**src/rtl/diffout_arbiter_if.sv**
```systemverilog
// Bus bundle between the requesters and the differential output arbiter.
// The master side drives the requests and words; the slave side is the arbiter.
interface diffout_arbiter_if #(
   parameter int NREQ  = 4,
   parameter int WIDTH = 8
);
   logic [NREQ-1:0]       REQ;
   logic [NREQ*WIDTH-1:0] DIN;
   logic                  HIZ;
   logic [NREQ-1:0]       ACK;
   logic [NREQ-1:0]       GNT;
   logic                  TX_I;
   logic                  TX_T;
   logic                  BUSY;

   modport master (
      output REQ, DIN, HIZ,
      input  ACK, GNT, TX_I, TX_T, BUSY
   );

   modport slave (
      input  REQ, DIN, HIZ,
      output ACK, GNT, TX_I, TX_T, BUSY
   );
endinterface

```
**src/rtl/diffout_arbiter.sv**
```systemverilog
// Round-robin arbiter that lets NREQ requesters share one differential pair.
// Each frame is a start bit, WIDTH data bits LSB first, then GUARD hi-Z
// turnaround cycles. Every output is a register loaded from next-state logic.
module diffout_arbiter #(
   parameter int NREQ  = 4,
   parameter int WIDTH = 8,
   parameter int GUARD = 2
) (
   input logic              C,
   input logic              R,
   diffout_arbiter_if.slave bus
);

   localparam int PW = (NREQ > 1) ? $clog2(NREQ) : 1;
   localparam int CW = (WIDTH > 1) ? $clog2(WIDTH) : 1;
   localparam int GW = 4;

   localparam logic [1:0] IDLE  = 2'd0;
   localparam logic [1:0] START = 2'd1;
   localparam logic [1:0] SHIFT = 2'd2;
   localparam logic [1:0] TURN  = 2'd3;

   localparam logic [CW-1:0] BIT_LAST   = CW'(WIDTH - 1);
   localparam logic [GW-1:0] GUARD_LAST = GW'(GUARD - 1);
   localparam logic [PW-1:0] PTR_LAST   = PW'(NREQ - 1);
   localparam logic [PW:0]   NREQ_W     = (PW + 1)'(NREQ);

   logic [1:0]       state_q, state_d;
   logic [PW-1:0]    ptr_q, ptr_d;
   logic [CW-1:0]    bit_cnt_q, bit_cnt_d;
   logic [GW-1:0]    guard_cnt_q, guard_cnt_d;
   logic [WIDTH-1:0] word_q, word_d;
   logic [NREQ-1:0]  gnt_q, gnt_d;
   logic [NREQ-1:0]  ack_q, ack_d;
   logic             tx_i_q, tx_i_d;
   logic             tx_t_q, tx_t_d;
   logic             busy_q;

   // Per-requester view of the packed data bus.
   logic [WIDTH-1:0] din_slice [NREQ];

   generate
      for (genvar gi = 0; gi < NREQ; gi++) begin : g_slice
         assign din_slice[gi] = bus.DIN[gi*WIDTH +: WIDTH];
      end
   endgenerate

   // Requests rotated so that bit 0 is the requester the pointer names.
   logic [NREQ-1:0] req_rot;
   logic            found;
   logic [PW-1:0]   offset;
   logic [PW:0]     win_sum;
   logic [PW-1:0]   win;
   logic [NREQ-1:0] win_oh;

   assign req_rot = NREQ'({bus.REQ, bus.REQ} >> ptr_q);

   // Round-robin pick: lowest set bit of the rotated request vector.
   always_comb begin
      found  = 1'b0;
      offset = '0;
      for (int k = 0; k < NREQ; k++) begin
         if (!found && req_rot[k]) begin
            found  = 1'b1;
            offset = PW'(k);
         end
      end
   end

   assign win_sum = {1'b0, ptr_q} + {1'b0, offset};
   assign win     = PW'((win_sum >= NREQ_W) ? (win_sum - NREQ_W) : win_sum);
   assign win_oh  = NREQ'(1) << win;

   // Frame sequencing and next values of every registered output.
   always_comb begin
      state_d     = state_q;
      ptr_d       = ptr_q;
      bit_cnt_d   = bit_cnt_q;
      guard_cnt_d = guard_cnt_q;
      word_d      = word_q;
      gnt_d       = gnt_q;
      ack_d       = '0;
      tx_i_d      = 1'b0;
      tx_t_d      = 1'b1;
      case (state_q)
         IDLE: begin
            gnt_d = '0;
            if (!bus.HIZ && found) begin
               state_d = START;
               ptr_d   = (win == PTR_LAST) ? '0 : win + 1'b1;
               word_d  = din_slice[win];
               ack_d   = win_oh;
               gnt_d   = win_oh;
               tx_t_d  = 1'b0;
               tx_i_d  = 1'b1;
            end
         end
         START: begin
            if (bus.HIZ) begin
               state_d     = TURN;
               guard_cnt_d = '0;
            end else begin
               state_d   = SHIFT;
               bit_cnt_d = '0;
               tx_t_d    = 1'b0;
               tx_i_d    = word_q[0];
               word_d    = word_q >> 1;
            end
         end
         SHIFT: begin
            if (bus.HIZ || bit_cnt_q == BIT_LAST) begin
               // Abort or normal end: both hand over to a full turnaround.
               state_d     = TURN;
               bit_cnt_d   = '0;
               guard_cnt_d = '0;
            end else begin
               bit_cnt_d = bit_cnt_q + 1'b1;
               tx_t_d    = 1'b0;
               tx_i_d    = word_q[0];
               word_d    = word_q >> 1;
            end
         end
         default: begin
            // TURN: hold the grant until the last guard cycle has elapsed.
            if (guard_cnt_q == GUARD_LAST) begin
               state_d     = IDLE;
               guard_cnt_d = '0;
               gnt_d       = '0;
            end else begin
               guard_cnt_d = guard_cnt_q + 1'b1;
            end
         end
      endcase
   end

   // State and output registers with synchronous reset.
   always_ff @(posedge C) begin
      if (R) begin
         state_q     <= IDLE;
         ptr_q       <= '0;
         bit_cnt_q   <= '0;
         guard_cnt_q <= '0;
         word_q      <= '0;
         gnt_q       <= '0;
         ack_q       <= '0;
         tx_i_q      <= 1'b0;
         tx_t_q      <= 1'b1;
         busy_q      <= 1'b0;
      end else begin
         state_q     <= state_d;
         ptr_q       <= ptr_d;
         bit_cnt_q   <= bit_cnt_d;
         guard_cnt_q <= guard_cnt_d;
         word_q      <= word_d;
         gnt_q       <= gnt_d;
         ack_q       <= ack_d;
         tx_i_q      <= tx_i_d;
         tx_t_q      <= tx_t_d;
         busy_q      <= (state_d != IDLE);
      end
   end

   assign bus.ACK  = ack_q;
   assign bus.GNT  = gnt_q;
   assign bus.TX_I = tx_i_q;
   assign bus.TX_T = tx_t_q;
   assign bus.BUSY = busy_q;

endmodule

```
**src/flat_wrapper.sv**
```systemverilog
// flat-port wrapper written by rule: the top's interface ports become plain ports
module diffout_arbiter_flat 
#(
   parameter int NREQ  = 4,
   parameter int WIDTH = 8,
   parameter int GUARD = 2
)
  (C, R, bus_REQ, bus_DIN, bus_HIZ, bus_ACK, bus_GNT, bus_TX_I, bus_TX_T, bus_BUSY);
  diffout_arbiter_if #(.NREQ(NREQ), .WIDTH(WIDTH)) bus_i ();
  input logic C;
  input logic R;
  input wire logic [$bits(bus_i.REQ)-1:0] bus_REQ;
  input wire logic [$bits(bus_i.DIN)-1:0] bus_DIN;
  input wire logic [$bits(bus_i.HIZ)-1:0] bus_HIZ;
  output wire logic [$bits(bus_i.ACK)-1:0] bus_ACK;
  output wire logic [$bits(bus_i.GNT)-1:0] bus_GNT;
  output wire logic [$bits(bus_i.TX_I)-1:0] bus_TX_I;
  output wire logic [$bits(bus_i.TX_T)-1:0] bus_TX_T;
  output wire logic [$bits(bus_i.BUSY)-1:0] bus_BUSY;
  assign bus_i.REQ = bus_REQ;
  assign bus_i.DIN = bus_DIN;
  assign bus_i.HIZ = bus_HIZ;
  assign bus_ACK = bus_i.ACK;
  assign bus_GNT = bus_i.GNT;
  assign bus_TX_I = bus_i.TX_I;
  assign bus_TX_T = bus_i.TX_T;
  assign bus_BUSY = bus_i.BUSY;
  diffout_arbiter #(.NREQ(NREQ), .WIDTH(WIDTH), .GUARD(GUARD)) u_core (.C(C), .R(R), .bus(bus_i));
endmodule
```
**config.mk**
```make
export PLATFORM = sky130hd
export DESIGN_NAME = diffout_arbiter_flat
export DESIGN_NICKNAME = d
export VERILOG_FILES = /design/src/rtl/diffout_arbiter_if.sv /design/src/rtl/diffout_arbiter.sv /design/src/flat_wrapper.sv
export SDC_FILE = /design/constraint.sdc
export NUM_CORES = 1
export LEC_CHECK = 0
export BUFFER_PORTS_ARGS = -buffer_cell sky130_fd_sc_hd__buf_4
export CAP_MARGIN = 20
export CORE_UTILIZATION = 53
export DETAILED_ROUTE_END_ITERATION = 10
export PLACE_DENSITY = 0.8
export SETUP_SLACK_MARGIN = 0.05
export SLEW_MARGIN = 20
export SYNTH_ARGS = -nofsm -noshare
export SYNTH_HDL_FRONTEND = slang
export SYNTH_SLANG_ARGS = --single-unit
```
**constraint.sdc**
```tcl
create_clock -name C -period 3.53 [get_ports C]
set_input_delay 0.5295 -clock C [delete_from_list [all_inputs] [get_ports C]]
set_output_delay 0.5295 -clock C [all_outputs]
set_load 0.1 [all_outputs]
```
# Word-level counts from Yosys, hierarchy flattened
# Index checks and enable logic that the tools add are counted.
# word_totals
reg_bits	30
inputBits	39
out_inout_bits	11
wordCells	92
# op_classes
n_addsub	5
order_cmp	2
eq_ne	10
shifts	2
mux	39
bitwise	3
reduce_logical	21
# op_table
op	count
two-way mux 8 bit	5
one-hot mux 8 bit (3 select lines)	1
two-way mux 4 bit	5
binary-select mux 8 bit (select 2 bit)	1
two-way mux 2 bit	7
two-way mux 1 bit	12
one-hot mux 4 bit (3 select lines)	1
one-hot mux 4 bit (2 select lines)	1
>> shifter 8 x 2 -> 4 bit	1
>= comparator 3 bit, second input constant	2
two-way mux 3 bit	2
!= test 2 bit, second input constant	3
one-hot mux 1 bit (3 select lines)	2
one-hot mux 2 bit (3 select lines)	1
one-hot mux 3 bit (2 select lines)	1
AND reduction 2 bit	3
nonzero test 2 bit	3
adder 4 x 1 -> 4 bit, second input constant	1
equality test 2 bit, second input constant	2
equality test 4 x 1 -> 1 bit, second input constant	1
logical AND 1 bit	4
zero test 1 bit	4
!= test 2 x 1 -> 1 bit, second input constant	2
AND reduction 4 bit	1
other kinds (14)	16

# Logic depth before layout (Yosys ltp)
# depth
ltp_word	20
ltp_mapped	13
ltp_nobuf	13

# Worst setup path after synthesis
# Ideal clock, no wire load.
# synth_path
path_kind	input to register
startpoint	input port bus_REQ[2]
endpoint	register u_core.word_q[3]
setup_ns	0.133
arrival_time_ns	2.688
t_required_ns	3.397
setup_slack_ns	0.709
stages	10
n_path_buf	3
path_cell_list	buf_6 -> a221oi_1 -> a21oi_1 -> a211o_1 -> ha_1 -> clkbuf_1 -> clkbuf_1 -> mux2_2 -> a41oi_1 -> a311oi_1
# synth_between
elab_chain_len	20
word_cells_on_any_way	27
cone_classes	2 x add/sub; 1 x order compare; 1 x eq/ne; 1 x shift; 13 x mux; 1 x bitwise; 8 x reduce/logical
# synth_lines
element	line	source
start: declaration	flat_wrapper.sv:12	input wire logic [$bits(bus_i.REQ)-1:0] bus_REQ;
>> shifter 8 x 2 -> 4 bit (*)	diffout_arbiter.sv:56	assign req_rot = NREQ'({bus.REQ, bus.REQ} >> ptr_q);
two-way mux 1 bit	diffout_arbiter.sv:63	if (!found && req_rot[k]) begin
zero test 1 bit	diffout_arbiter.sv:63	
logical AND 1 bit	diffout_arbiter.sv:63	
two-way mux 1 bit	diffout_arbiter.sv:63	
zero test 1 bit	diffout_arbiter.sv:63	
logical AND 1 bit	diffout_arbiter.sv:63	
two-way mux 1 bit	diffout_arbiter.sv:63	
[... 3 more ...]	--	
adder 2 x 2 -> 3 bit	diffout_arbiter.sv:70	assign win_sum = {1'b0, ptr_q} + {1'b0, offset};
>= comparator 3 bit or subtractor 2 x 1 -> 2 bit (tied branches)	diffout_arbiter.sv:71	assign win = PW'((win_sum >= NREQ_W) ? (win_sum - NREQ_W) : win_sum);
two-way mux 2 bit	diffout_arbiter.sv:71	
NOT 2 -> 3 bit (implied by the code)	diffout_arbiter.sv:91	word_d = din_slice[win];
binary-select mux 8 bit (select 2 bit)	diffout_arbiter.sv:91	
two-way mux 8 bit (implied by the code) (2 in series)	diffout_arbiter.sv:91	
two-way mux 8 bit	diffout_arbiter.sv:88	if (!bus.HIZ && found) begin
one-hot mux 8 bit (3 select lines)	diffout_arbiter.sv:85	case (state_q)
end signal: assignment	diffout_arbiter.sv:154	word_q <= word_d;
end: declaration	diffout_arbiter.sv:32	logic [WIDTH-1:0] word_q, word_d;
# Every way passes the cells marked *; elsewhere a longest branch is shown, timed or not. The select of a mux whose other input is x is not followed.
# A chain may end at the register's enable or synchronous reset.

# Worst setup path in the final report
# layout_path
startpoint	register u_core.ptr_q[0]
endpoint	register u_core.word_q[2]
# layout_between
elab_chain_len	20
word_cells_on_any_way	27
cone_classes	2 x add/sub; 1 x order compare; 1 x eq/ne; 1 x shift; 13 x mux; 1 x bitwise; 8 x reduce/logical
# layout_lines
element	line	source
start: declaration	diffout_arbiter.sv:29	logic [PW-1:0] ptr_q, ptr_d;
start signal: assignment	diffout_arbiter.sv:151	ptr_q <= ptr_d;
>> shifter 8 x 2 -> 4 bit	diffout_arbiter.sv:56	
two-way mux 1 bit	diffout_arbiter.sv:63	
zero test 1 bit	diffout_arbiter.sv:63	
logical AND 1 bit	diffout_arbiter.sv:63	
two-way mux 1 bit	diffout_arbiter.sv:63	
zero test 1 bit	diffout_arbiter.sv:63	
logical AND 1 bit	diffout_arbiter.sv:63	
two-way mux 1 bit	diffout_arbiter.sv:63	
[... 3 more ...]	--	
adder 2 x 2 -> 3 bit	diffout_arbiter.sv:70	
>= comparator 3 bit or subtractor 2 x 1 -> 2 bit (tied branches)	diffout_arbiter.sv:71	
two-way mux 2 bit	diffout_arbiter.sv:71	
NOT 2 -> 3 bit (implied by the code)	diffout_arbiter.sv:91	
binary-select mux 8 bit (select 2 bit)	diffout_arbiter.sv:91	
two-way mux 8 bit (implied by the code) (2 in series)	diffout_arbiter.sv:91	
two-way mux 8 bit	diffout_arbiter.sv:88	
one-hot mux 8 bit (3 select lines)	diffout_arbiter.sv:85	
# Several ways; a longest one is shown, not always the timed one. The select of a mux whose other input is x is not followed.

==> impl_metrics.toml <==
[pwr]
p_comb_share_pct = 68.2
power.share.clock_pct = 9.6
power_mw = 2.282
ir_worst_vdd_mv = 0.4795
internal-power_mw = 1.114
p_seq_share_pct = 22.2
p_switching_mw = 1.168
swShare_pct = 51.19
leakagePower_nw = 1.021
power.density_nw_per_um2 = 965.9

[placement]
place_inst = 308
place.port_buffers = 49
dpl.hpwl_um = 3140
gp_congestion = 0.8280
dpl_cell_area_um2 = 2298

[detailed_routing]
drt-wirelength-per-cell_um = 13.58
drtAntennaViolNets = 0
finalWirelength_um = 4290
num_vias = 1802
drt-initial-drc-count = 92
drcViolationCount = 0
viasPerCell = 5.703
detail_route.first_pass.iterations = 4

[setup_path]
crit_fanout = 16
critPathRequiredTime_ns = 3.75
critical_path_arrival_ns = 3.08
critical_path.startpoint_type = "flop"
cp-end-kind = "flop"
worstPathCellList = "nor2_1 > a221oi_1 > a21oi_1 > a211o_1 > ha_1 > mux2_2 > a41oi_1 > a311oi_1"
crit_start = "u_core.ptr_q[0]"
r2r-start = "u_core.ptr_q[0]"
crit_path_top_delay_cell = "ha_1"
critPathKind = "flop to flop"
max_stage_delay_ns = 0.68

[finish]
final_nets = 318
fillers = 310
layout-drive-gt1-share_pct = 28.15
synthToLayoutAreaGrowth_pct = 23.08
diodes = 0
ff_latch_area_um2 = 600.6
fin_cells = 316
post-route-util_pct = 69.16
design_area_um2 = 2362
multi_input_area_um2 = 1216

[sta]
layout_min_cycle_time_ns = 2.861
setup_tns_ns = 0
rsz0062_at_grt = "false"
fmaxAchievable_mhz = 349.5
worst_pin_slew_ns = 0.7684
setup_viol = 0
slew_violations = 0
relSlewSlack_pct = 48.23
fin_crit_sh_pct = 81.06
hold_violations = 0
skew_ns = 0.008709

[logic_synthesis]
synthFlopType = "dfxtp_1"
ys_top_cells_by_area = "dfxtp_1 31%, ha_1 6.5%, nor2_1 6.1%"
synthesis.instances = 224
yosysSeqAreaShare_pct = 31.29
avgSynthCellArea_um2 = 8.568
synth.distinct_cells = 51
syn-num-nets = 273
yosysTopAreaCellShare_pct = 31.29
ys_ff_latch = 30
synth_largest_area_cell = "dfxtp_1"
syn-cell-area_um2 = 1919
async_flop_share_pct = 0
ys.warnings.count = 0
synth_edf_count = 0

[global_route]
grt-ovfl-total = 0
grtUsageTotal_pct = 24.05
grt_pass1_wl_um = 7507
grt_pass1_vias = 1745
grt_antenna_before_repair = 0
grt_start_max_net_pins = 32

[floorplanning]
die_h_um = 62.18
dieArea_um2 = 3866
io_pins = 50
rows = 21
coreArea_um2 = 3416
fp.dieW_um = 62.18
start_util_pct = 56.19

[clock_tree]
clk_pin_slew_ns = 0.10
clockBufferDepth = 2
cts-buffers-inserted = 5
cts_setup_buffers = 0
cts_tree = "done"
cts.sinks = 30
h-tree-depth = 2
hold_buffers = 0
cts_resized = 0
cts-root-buf = "clkbuf_4"
clkLatencyLatePin_ns = 0.33

[run]
drv_cap = 0

[status]
run_status = "finished clean"

[min_path]
worstHoldPathType = "flop to flop"
hp-start = "u_core.bus.GNT[3]"
[cell families (layout without fill, tap and decap cells)]
logic type,after synthesis,in the layout,share of synthesized area (%)
flops,30,30,31.29
buf+inv,23,69,5.345
mux,16,16,8.801
xor+xnor,2,2,0.9128
simple gates,77,77,20.93
compound gates,66,66,26.21
fa+ha+maj,10,10,6.519
[sequential cells by signal, indices dropped and copies added, names as in the netlist]
name	flops
u_core.bus.BUSY	1
u_core.bus.TX_I	1
u_core.state_q	2
u_core.word_q	8
u_core.guard_cnt_q	4
u_core.bit_cnt_q	3
u_core.bus.TX_T	1
u_core.bus.ACK	4
u_core.bus.GNT	4
u_core.ptr_q	2
[synth_stat cells (all sizes together), types with 5 or more instances]
master,n
nor2b,5
mux2,7
a31oi,5
a21oi,13
nor2,31
inv,9
ha,10
mux2i,9
o21ai,5
dfxtp,30
a41oi,7
a311oi,5
a21o,10
and2,6
clkbuf,11
nor3,7
nand2,8
[through the flow]
stage	worst slack (ns)	hold slack (ns)
floorplan	0.7086	0.4449
global placement	0.6757	0.4456
detailed placement	0.6166	0.4589
CTS	0.6962	0.4737
global route	0.3902	0.5036
finish	0.6685	0.4699
[final cells by class]
class / instances / share of cell area [%]
Multi-Input combinational cell: 171 / 51.48
Timing Repair Buffer: 52 / 16.53
Clock inverter: 2 / 0.5297
Tap cell: 46 / 2.436
Sequential cell: 30 / 25.42
Clock buffer: 6 / 2.172
Inverter: 9 / 1.430
[cell usage in the layout (no fill, tap or decap), types with 6 or more instances in the layout]
cell      n
a21o_1   10
a21oi_1  12
a41oi_1   7
and2_1    6
buf_4    52
dfxtp_1  30
ha_1     10
inv_1     9
mux2_2    7
mux2i_1   9
nand2_1   8
nor2_1   31
nor3_1    7
[critical path, delay by kind of cell, from the launching register on]
kind	cells	cell delay, ns
mux	1	0.41
fa+ha+maj	1	0.68
flops	1	0.53
compound gates	5	0.98
simple gates	1	0.13
[power by group through the flow]
| stage | clock network, mW | logic (mW) | registers [mW] |
|---|---|---|---|
| after CTS | 0.227 | 1.55 | 0.507 |
| final | 0.219 | 1.56 | 0.507 |
| after global routing | 0.240 | 1.71 | 0.523 |
| after floorplan | 0 | 1.04 | 0.700 |
| after detailed placement | 0 | 1.54 | 0.515 |
| after global placement | 0 | 1.52 | 0.514 |
[path summary, 6_finish.rpt]
kind,to,slack [ns],cells after the start
max reg2reg,u_core.word_q[2],0.67,8
min,u_core.bus.GNT[3],0.47,2
min reg2reg,u_core.bus.GNT[3],0.47,2
max,u_core.word_q[2],0.67,8
[layer usage]
metal | wire (µm) | GRT usage [%] | up-vias | share of wire (%)
li1 | - | - | 912 | -
met1 | 1998 | 30.01 | 815 | 47
met2 | 1970 | 41.07 | 69 | 46
met3 | 268 | 3.860 | 6 | 6.2
met4 | 53 | 9.884 | 0 | 1.2
met5 | 0 | 0 | - | 0
No activity file was read; power rests on OpenSTA's default activity.
